<file path="src/rtl/result_uart_streamer_pkg.sv">
// Shared definitions for the result UART streamer.
// Holds the UART framing constants (8N1-style: one start bit, one stop bit, no parity),
// the streamer FSM state encoding and the bit-level serializer phase encoding.
package result_uart_streamer_pkg;

  localparam int unsigned StartBits  = 1;
  localparam int unsigned StopBits   = 1;
  localparam int unsigned ParityBits = 0;

  // RAM sequencing states; StStart/StData/StStop track the frame the serializer is sending.
  typedef enum logic [2:0] {
    StIdle,
    StFetch,
    StWait,
    StStart,
    StData,
    StStop,
    StNext,
    StDone
  } stream_state_e;

  typedef enum logic [1:0] {
    SerIdle,
    SerStart,
    SerData,
    SerStop
  } ser_phase_e;

endpackage

</file>
<file path="src/rtl/uart_tx_serializer.sv">
// Bit-level UART transmitter: one start bit, DataBits data bits LSB first, one stop bit.
// Ports:
//   clk_i      - clock, rising edge
//   rst_ni     - synchronous active-low reset; forces the line high and the phase idle
//   load_i     - accept data_i and begin a frame (honoured only while ready_o is high)
//   data_i     - word to send
//   ready_o    - serializer idle, a load will be accepted
//   bit_end_o  - last clock of the current bit period (start, data or stop)
//   last_bit_o - the bit index points at the final data bit
//   tx_o       - registered serial line, idle high
module uart_tx_serializer
  import result_uart_streamer_pkg::*;
#(
  parameter int unsigned DataBits   = 8,
  parameter int unsigned ClksPerBit = 434
) (
  input  logic                clk_i,
  input  logic                rst_ni,
  input  logic                load_i,
  input  logic [DataBits-1:0] data_i,
  output logic                ready_o,
  output logic                bit_end_o,
  output logic                last_bit_o,
  output logic                tx_o
);

  localparam int unsigned BaudW = (ClksPerBit > 1) ? $clog2(ClksPerBit) : 1;
  localparam int unsigned IdxW  = (DataBits > 1) ? $clog2(DataBits) : 1;
  localparam logic [BaudW-1:0] BaudLast = BaudW'(ClksPerBit - 1);
  localparam logic [IdxW-1:0]  IdxLast  = IdxW'(DataBits - 1);

  ser_phase_e          phase_q, phase_d;
  logic [BaudW-1:0]    baud_q, baud_d;
  logic [IdxW-1:0]     idx_q, idx_d;
  logic [DataBits-1:0] shift_q, shift_d;
  logic                tx_q, tx_d;
  logic                bit_end;

  always_comb begin
    phase_d = phase_q;
    baud_d  = baud_q;
    idx_d   = idx_q;
    shift_d = shift_q;
    tx_d    = tx_q;
    bit_end = (phase_q != SerIdle) && (baud_q == BaudLast);

    if (phase_q != SerIdle) begin
      baud_d = bit_end ? '0 : baud_q + 1'b1;
    end

    case (phase_q)
      SerIdle: begin
        if (load_i) begin
          shift_d = data_i;
          tx_d    = 1'b0;
          baud_d  = '0;
          idx_d   = '0;
          phase_d = SerStart;
        end
      end
      SerStart: begin
        if (bit_end) begin
          // Present bit 0 and pre-shift so shift_q[0] is always the next bit to send.
          tx_d    = shift_q[0];
          shift_d = shift_q >> 1;
          phase_d = SerData;
        end
      end
      SerData: begin
        if (bit_end) begin
          if (idx_q == IdxLast) begin
            tx_d    = 1'b1;
            phase_d = SerStop;
          end else begin
            idx_d   = idx_q + 1'b1;
            tx_d    = shift_q[0];
            shift_d = shift_q >> 1;
          end
        end
      end
      SerStop: begin
        if (bit_end) begin
          phase_d = SerIdle;
        end
      end
      default: phase_d = SerIdle;
    endcase
  end

  always_ff @(posedge clk_i) begin
    if (!rst_ni) begin
      phase_q <= SerIdle;
      baud_q  <= '0;
      idx_q   <= '0;
      shift_q <= '0;
      tx_q    <= 1'b1;
    end else begin
      phase_q <= phase_d;
      baud_q  <= baud_d;
      idx_q   <= idx_d;
      shift_q <= shift_d;
      tx_q    <= tx_d;
    end
  end

  assign ready_o    = (phase_q == SerIdle);
  assign bit_end_o  = bit_end;
  assign last_bit_o = (idx_q == IdxLast);
  assign tx_o       = tx_q;

endmodule

</file>
<file path="src/rtl/result_uart_streamer.sv">
// Streams the result RAM (addresses 0..NUM_SAMPLES-1) once over a UART line per start request.
// Ports:
//   clk        - clock, rising edge
//   rst        - synchronous active-low reset; aborts any frame in flight
//   start      - begin one run; ignored while busy or during the done cycle
//   ram_rdaddr - result RAM read address (holds its last value after a run)
//   ram_q      - result RAM data, valid one clock after ram_rdaddr changes
//   tx         - registered UART line, idle high
//   busy       - high from start acceptance through the final stop bit
//   done       - one-cycle pulse after the last stop bit
module result_uart_streamer
  import result_uart_streamer_pkg::*;
#(
  parameter int unsigned data_bits    = 8,
  parameter int unsigned addr_bits    = 8,
  parameter int unsigned NUM_SAMPLES  = 255,
  parameter int unsigned CLKS_PER_BIT = 434
) (
  input  logic                 clk,
  input  logic                 rst,
  input  logic                 start,
  output logic [addr_bits-1:0] ram_rdaddr,
  input  logic [data_bits-1:0] ram_q,
  output logic                 tx,
  output logic                 busy,
  output logic                 done
);

  localparam logic [addr_bits-1:0] LastAddr = addr_bits'(NUM_SAMPLES - 1);

  stream_state_e        state_q, state_d;
  logic [addr_bits-1:0] addr_q, addr_d;
  logic                 busy_q, busy_d;
  logic                 done_q, done_d;

  logic ser_load;
  logic ser_ready;
  logic ser_bit_end;
  logic ser_last_bit;

  always_comb begin
    state_d  = state_q;
    addr_d   = addr_q;
    busy_d   = busy_q;
    done_d   = 1'b0;
    ser_load = 1'b0;

    unique case (state_q)
      StIdle: begin
        if (start) begin
          addr_d  = '0;
          busy_d  = 1'b1;
          state_d = StFetch;
        end
      end
      // FETCH lets the new address reach the RAM; ram_q is valid by the end of WAIT.
      StFetch: state_d = StWait;
      StWait: begin
        ser_load = ser_ready;
        if (ser_ready) begin
          state_d = StStart;
        end
      end
      StStart: begin
        if (ser_bit_end) begin
          state_d = StData;
        end
      end
      StData: begin
        if (ser_bit_end && ser_last_bit) begin
          state_d = StStop;
        end
      end
      StStop: begin
        if (ser_bit_end) begin
          state_d = StNext;
        end
      end
      StNext: begin
        if (addr_q == LastAddr) begin
          busy_d  = 1'b0;
          done_d  = 1'b1;
          state_d = StDone;
        end else begin
          addr_d  = addr_q + 1'b1;
          state_d = StFetch;
        end
      end
      StDone: state_d = StIdle;
      default: state_d = StIdle;
    endcase
  end

  always_ff @(posedge clk) begin
    if (!rst) begin
      state_q <= StIdle;
      addr_q  <= '0;
      busy_q  <= 1'b0;
      done_q  <= 1'b0;
    end else begin
      state_q <= state_d;
      addr_q  <= addr_d;
      busy_q  <= busy_d;
      done_q  <= done_d;
    end
  end

  uart_tx_serializer #(
    .DataBits  (data_bits),
    .ClksPerBit(CLKS_PER_BIT)
  ) u_serializer (
    .clk_i     (clk),
    .rst_ni    (rst),
    .load_i    (ser_load),
    .data_i    (ram_q),
    .ready_o   (ser_ready),
    .bit_end_o (ser_bit_end),
    .last_bit_o(ser_last_bit),
    .tx_o      (tx)
  );

  assign ram_rdaddr = addr_q;
  assign busy       = busy_q;
  assign done       = done_q;

endmodule

</file>
<file path="config.mk">
export PLATFORM = sky130hd
export DESIGN_NAME = result_uart_streamer
export DESIGN_NICKNAME = d
export VERILOG_FILES = /design/src/rtl/result_uart_streamer_pkg.sv /design/src/rtl/uart_tx_serializer.sv /design/src/rtl/result_uart_streamer.sv
export SDC_FILE = /design/constraint.sdc
export NUM_CORES = 1
export LEC_CHECK = 0
export BUFFER_PORTS_ARGS = -buffer_cell sky130_fd_sc_hd__buf_2
export CAP_MARGIN = 0
export CORE_ASPECT_RATIO = 1.2
export CORE_MARGIN = 5
export CORE_UTILIZATION = 35
export CTS_CLUSTER_DIAMETER = 150
export DETAILED_ROUTE_END_ITERATION = 8
export PLACE_DENSITY = 0.53
export SLEW_MARGIN = 0
export SYNTH_ARGS = -nofsm -noshare
export SYNTH_HDL_FRONTEND = slang
export SYNTH_HIERARCHICAL = 1
export SYNTH_SLANG_ARGS = --single-unit
</file>
<file path="constraint.sdc">
create_clock -name clk -period 1.87 [get_ports clk]
set_input_delay 0.2805 -clock clk [delete_from_list [all_inputs] [get_ports clk]]
set_output_delay 0.2805 -clock clk [all_outputs]
set_load 0.02 [all_outputs]
</file>
# [Word-level counts from Yosys, hierarchy flattened]
# Index checks and enable logic that the tools add are counted.
[word_totals] register_bits=36
[classes] addsub=3 eq_ne=26 muxes=39 reduce_logical=16
[ops] cell="$mux 8" count=6
[ops] cell="$mux 9" count=4
[ops] cell="$mux 3" count=9
[ops] cell="$ne 2x2->1 const B" count=13
[ops] cell="$pmux 3 s8" count=1
[ops] cell="$pmux 8 s3" count=1
[ops] cell="$pmux 8 s2" count=1
[ops] cell="$eq 3x3->1 const B" count=5
[ops] cell="$reduce_and 5->1" count=3
[ops] cell="$mux 2" count=5
[ops] cell="$add 9x1->9 const B" count=1
[ops] cell="$eq 9x9->1 const B" count=1
[ops] cell="$add 8x1->8 const B" count=1
[ops] cell="$eq 8x8->1 const B" count=1
[ops] cell="$mux 1" count=8
[ops] cell="$pmux 2 s4" count=1
[ops] cell="$reduce_and 4->1" count=2
[ops] cell="$eq 3x2->1 const B" count=2
[ops] cell="$pmux 3 s2" count=1
[ops] cell="$reduce_and 3->1" count=2
[ops] cell="$reduce_bool 2->1" count=3
[ops] cell="$eq 2x2->1 const B" count=2
[ops] cell="$add 3x1->3 const B" count=1
[ops] cell="$eq 3x1->1 const B" count=1
[ops] cell="8 further kinds" count=9

# [Longest topological paths before layout]
[depth] word_depth=6 mapped_depth=9

# [Cells and area by module]
# The synthesis kept the hierarchy.
[modules_own_cells] module="uart_tx_serializer" instances=1 cells_each=136 area_each_um2=1345.0
[modules_own_cells] module="result_uart_streamer" instances=1 cells_each=88 area_each_um2=760.7

# [Least setup slack after synthesis]
# OpenSTA, ideal clock, no wires.
[synth_timing] kind="reg2reg" start="reg u_serializer.phase_q[0]" end="reg u_serializer.shift_q[7]" t_arrival_ns=1.834 required_ns=1.798 slack_ns=-0.035 path_stages_with_launch=10 synth_period_minus_slack_ns=1.905 path_cell_list="dfxtp_1 inv_1 ha_1 nand2_1 nor3_1 nand2_1 nor3_2 a21o_1 buf_6 mux2i_1"
[synth_via] elab_chain_len=4 word_cells_on_any_way=13
[synth_lines] element="from (decl)" line="uart_tx_serializer.sv:32" rtl="ser_phase_e phase_q, phase_d;"
[synth_lines] element="from (signal assigned)" line="uart_tx_serializer.sv:92" rtl="phase_q <= SerIdle;"
[synth_lines] element="from (signal assigned)" line="uart_tx_serializer.sv:98" rtl="phase_q <= phase_d;"
[synth_lines] element="$logic_not 2->1" line="uart_tx_serializer.sv:106" rtl="assign ready_o = (phase_q == SerIdle);"
[synth_lines] element="via ser_ready" line="result_uart_streamer.sv:37" rtl="logic ser_ready;"
[synth_lines] element="$mux 1" line="result_uart_streamer.sv:48" rtl="unique case (state_q)"
[synth_lines] element="via ser_load" line="result_uart_streamer.sv:36" rtl="logic ser_load;"
[synth_lines] element="$ne 2x2->1 (no line)"
[synth_lines] element="$reduce_and 5->1 (no line)"
[synth_lines] element="to (signal assigned)" line="uart_tx_serializer.sv:101" rtl="shift_q <= shift_d;"
[synth_lines] element="to (decl)" line="uart_tx_serializer.sv:35" rtl="logic [DataBits-1:0] shift_q, shift_d;"
# The timed path passes the listed nets, and every way through them passes these cells.
# A chain may end at the register's enable or synchronous reset.

# [Worst setup path in the final report]
[layout_timing] start="reg u_serializer.phase_q[0]" end="reg u_serializer.shift_q[4]"
# The elaborated chain is that of the path after synthesis.

==> metrics.txt <==
outcome=complete, no violations; first-pass GRT wire length=7.55 mm; Avg Inst Size Synth=9.40 um2; fmax=559 MHz; slew at the pin closest to its max-slew limit=0.538 ns; min-delay src=rst; placed cells=332; hold_buf cts=0; diode count=0; synthesized instance count=224; Antenna Nets Post-Route=0; met1 GRT Util=14.9%; detailed-router iteration count before antenna repair=4; CP Launch Type=flop; Final period util=95.7%; RSZ-0062 raised after global routing=true; slowest CP cell=dfxtp_1; Placement Rows=31; sequential area share after synthesis=34.2%; maximum vdd drop=337 uV; Post-Layout Cell Count=340; r2r endpoint=u_serializer/shift_q[4]$_SDFFE_PN0P_; Hold EP=busy$_SDFFE_PN0P_; Final nets=278; worst reg2reg startpoint=u_serializer/phase_q[0]$_SDFFE_PN0P_; Starting Density=35.5%; LEAKAGE=0.951 nW; Final GP Congestion=0.763; clock root buffer=clkbuf_8; final setup margin=0.0809 ns; Top Usage Layer GRT=met2; Vias/cell=5.08; TritonCTS clock tree=yes; post-synthesis cell type count=57; Die Wd=80.8 um; DIE HEIGHT=95.0 um; Clock Skew=0.0161 ns; worst hold path cell count=2; cell area after synthesis=2110 um2; CTS sink cnt=36; max cap viols=0; top_reg_cell synth=dfxtp_1; IO Port Bufs=21; wire length per cell=13.5 um; Cell Pwr Density=945 nW/um2; Critical Path AT=1.94 ns; grt ovf=0; Overall Power=0.00235 W; top cells by count, synth=dfxtp_1, nand2_1, nand3_1; Num CTS Buffers=5; Starting DRT DRC Count=31; Synth Warn #=6; Vias=1727; fin crit period=1.79 ns; Slew HR=64.1%; R2R setup slack=0.08 ns; Hold Crit Class=in2reg; Tot GR Track Use=12.5%; Synth top area share=34.2%; WP data required=2.02 ns; pin count of the biggest net entering global routing=18; final setup fails=0; Final Hold Fails=0; Critical Path Max Stage Delay=0.33 ns; Worst Setup End Kind=flop; met2 usage=22.0%; FFs w/ async S/R, synth=0%; later-pin clock latency in the skew report=0.29 ns; critical path class=reg2reg; DRC violations left=0; Clock H-tree levels=2; area grow syn2layout=17.9%; total wire length=4.58 mm; r2r worst-path depth=9; met3 usage=2.86%; Detailed Place HPWL=3.28 mm; crit-path max FO=7; count leader, synth=dfxtp_1; layout cell share with drive strength beyond 1=29.5%; pre-CTS WS=-0.0946 ns; vias in the first global route=1686; final core occ=41.8%; Synthesized Nets=245; Fin Setup TNS=0 ns; I/O pin count=22; antenna violations before repair=0; clock slew at reported path FFs=0.07 ns; synth top area cells=dfxtp_1, ha_1, mux2i_1; Post-synth EDFFs=0; Synth area leader=dfxtp_1; post-synthesis register bit count=36; max-slew violations=0; Core ar.=5930 um2; crit-path cells=inv_1 > ha_4 > nand2_2 > nor3_4 > or2b_1 > o311a_4 > buf_4 > a211oi_1 > a211oi_2; DIE AREA=7670 um2; worst-case clock buffer depth=2
## how the worst max path moves through the flow
| stage | from | to | slack, ns | cells past startpoint |
|---|---|---|---|---|
| 2_1_floorplan | u_serializer/phase_q[0]$_SDFFE_PN0P_ | u_serializer/shift_q[7]$_SDFFE_PN0P_ | 0.06 | 9 |
| 3_3_place_gp | u_serializer/phase_q[0]$_SDFFE_PN0P_ | u_serializer/shift_q[7]$_SDFFE_PN0P_ | -0.005 | 6 |
| 3_5_place_dp | u_serializer/phase_q[0]$_SDFFE_PN0P_ | u_serializer/shift_q[7]$_SDFFE_PN0P_ | -0.09 | 8 |
| 4_1_cts | u_serializer/phase_q[0]$_SDFFE_PN0P_ | u_serializer/tx_o$_SDFFE_PN1P_ | 0.03 | 8 |
| 5_1_grt | u_serializer/phase_q[0]$_SDFFE_PN0P_ | u_serializer/tx_o$_SDFFE_PN1P_ | -0.04 | 8 |
| 6_report | u_serializer/phase_q[0]$_SDFFE_PN0P_ | u_serializer/shift_q[4]$_SDFFE_PN0P_ | 0.08 | 9 |
## worst max-delay path, delay by kind of cell, from the launching register on
| kind | cells | cell delay [ns] |
|---|---|---|
| AO/OA/AOI/OAI | 3 | 0.49 |
| AND/OR/NAND/NOR | 3 | 0.37 |
| flip-flops | 1 | 0.33 |
| buffers and inverters | 2 | 0.26 |
| adder cells (fa/ha/maj) | 1 | 0.20 |
## routing by layer
layer	part of all wire [%]	vias to the layer above
met5	0	-
met4	1.3	0
met3	3.4	5
met2	48	31
met1	47	797
li1	-	894
## layout make-up
type | instances | area, um2
clock buffer | 6 | 82.6
multi-input combinational | 165 | 1280
inverter | 9 | 33.8
timing repair buffer | 40 | 248
clock inverter | 2 | 10.0
tap | 82 | 103
fill | 606 | 3450
sequential | 36 | 721
## cells by family (layout without fill, tap and decap cells)
logic type / count (synthesis) / in the layout / synth area share, %
AND/OR/NAND/NOR: 84 / 84 / 22.6
multiplexers: 11 / 11 / 5.23
adder cells (fa/ha/maj): 10 / 10 / 5.94
AO/OA/AOI/OAI: 52 / 52 / 20.9
XOR/XNOR: 8 / 8 / 3.33
buffers and inverters: 23 / 57 / 7.78
flip-flops: 36 / 36 / 34.2
## sequential cells by signal (all words and copies together), names as in the netlist
name and cells:
ram_rdaddr 8, u_serializer/tx_o 1, u_serializer/baud_q 9, u_serializer/idx_q 3, busy 1, u_serializer/shift_q 8, done 1, u_serializer/phase_q 2
state_q 3
## repair_timing
action	4_1_cts	5_1_grt
cloned	0	0
setup endpoints to repair	11	12
gates resized for setup	3	10
setup buffers	0	0
endpoints found under the hold margin	0	0
## per-stage QoR
stage	area, um2	hold slack [ns]
final	2480	0.275
after floorplan	2110	0.434
after CTS	2440	0.264
after global placement	2330	0.447
after detailed placement	2330	0.454
after global routing	2480	0.283
## power breakdown
group | switching, W | internal (W)
registers | 0.0000461 | 0.000835
logic | 0.000461 | 0.000431
clock network | 0.000280 | 0.000294
## layout by cell type, fill, tap and decap left out, drive strengths merged, types with 2 or more instances in the layout
master	count
a211oi	17
a21boi	2
a21oi	6
a41oi	2
and3	5
buf	40
clkbuf	6
clkinv	2
dfxtp	36
ha	10
inv	9
mux2i	11
nand2	19
nand3	18
nand3b	2
nand4	2
nand4b	4
nor2	12
nor2b	4
nor3	5
o2111ai	2
o21a	3
o21ai	8
or3	3
xnor2	5
xor2	3
(Power assumes the default switching activity.)
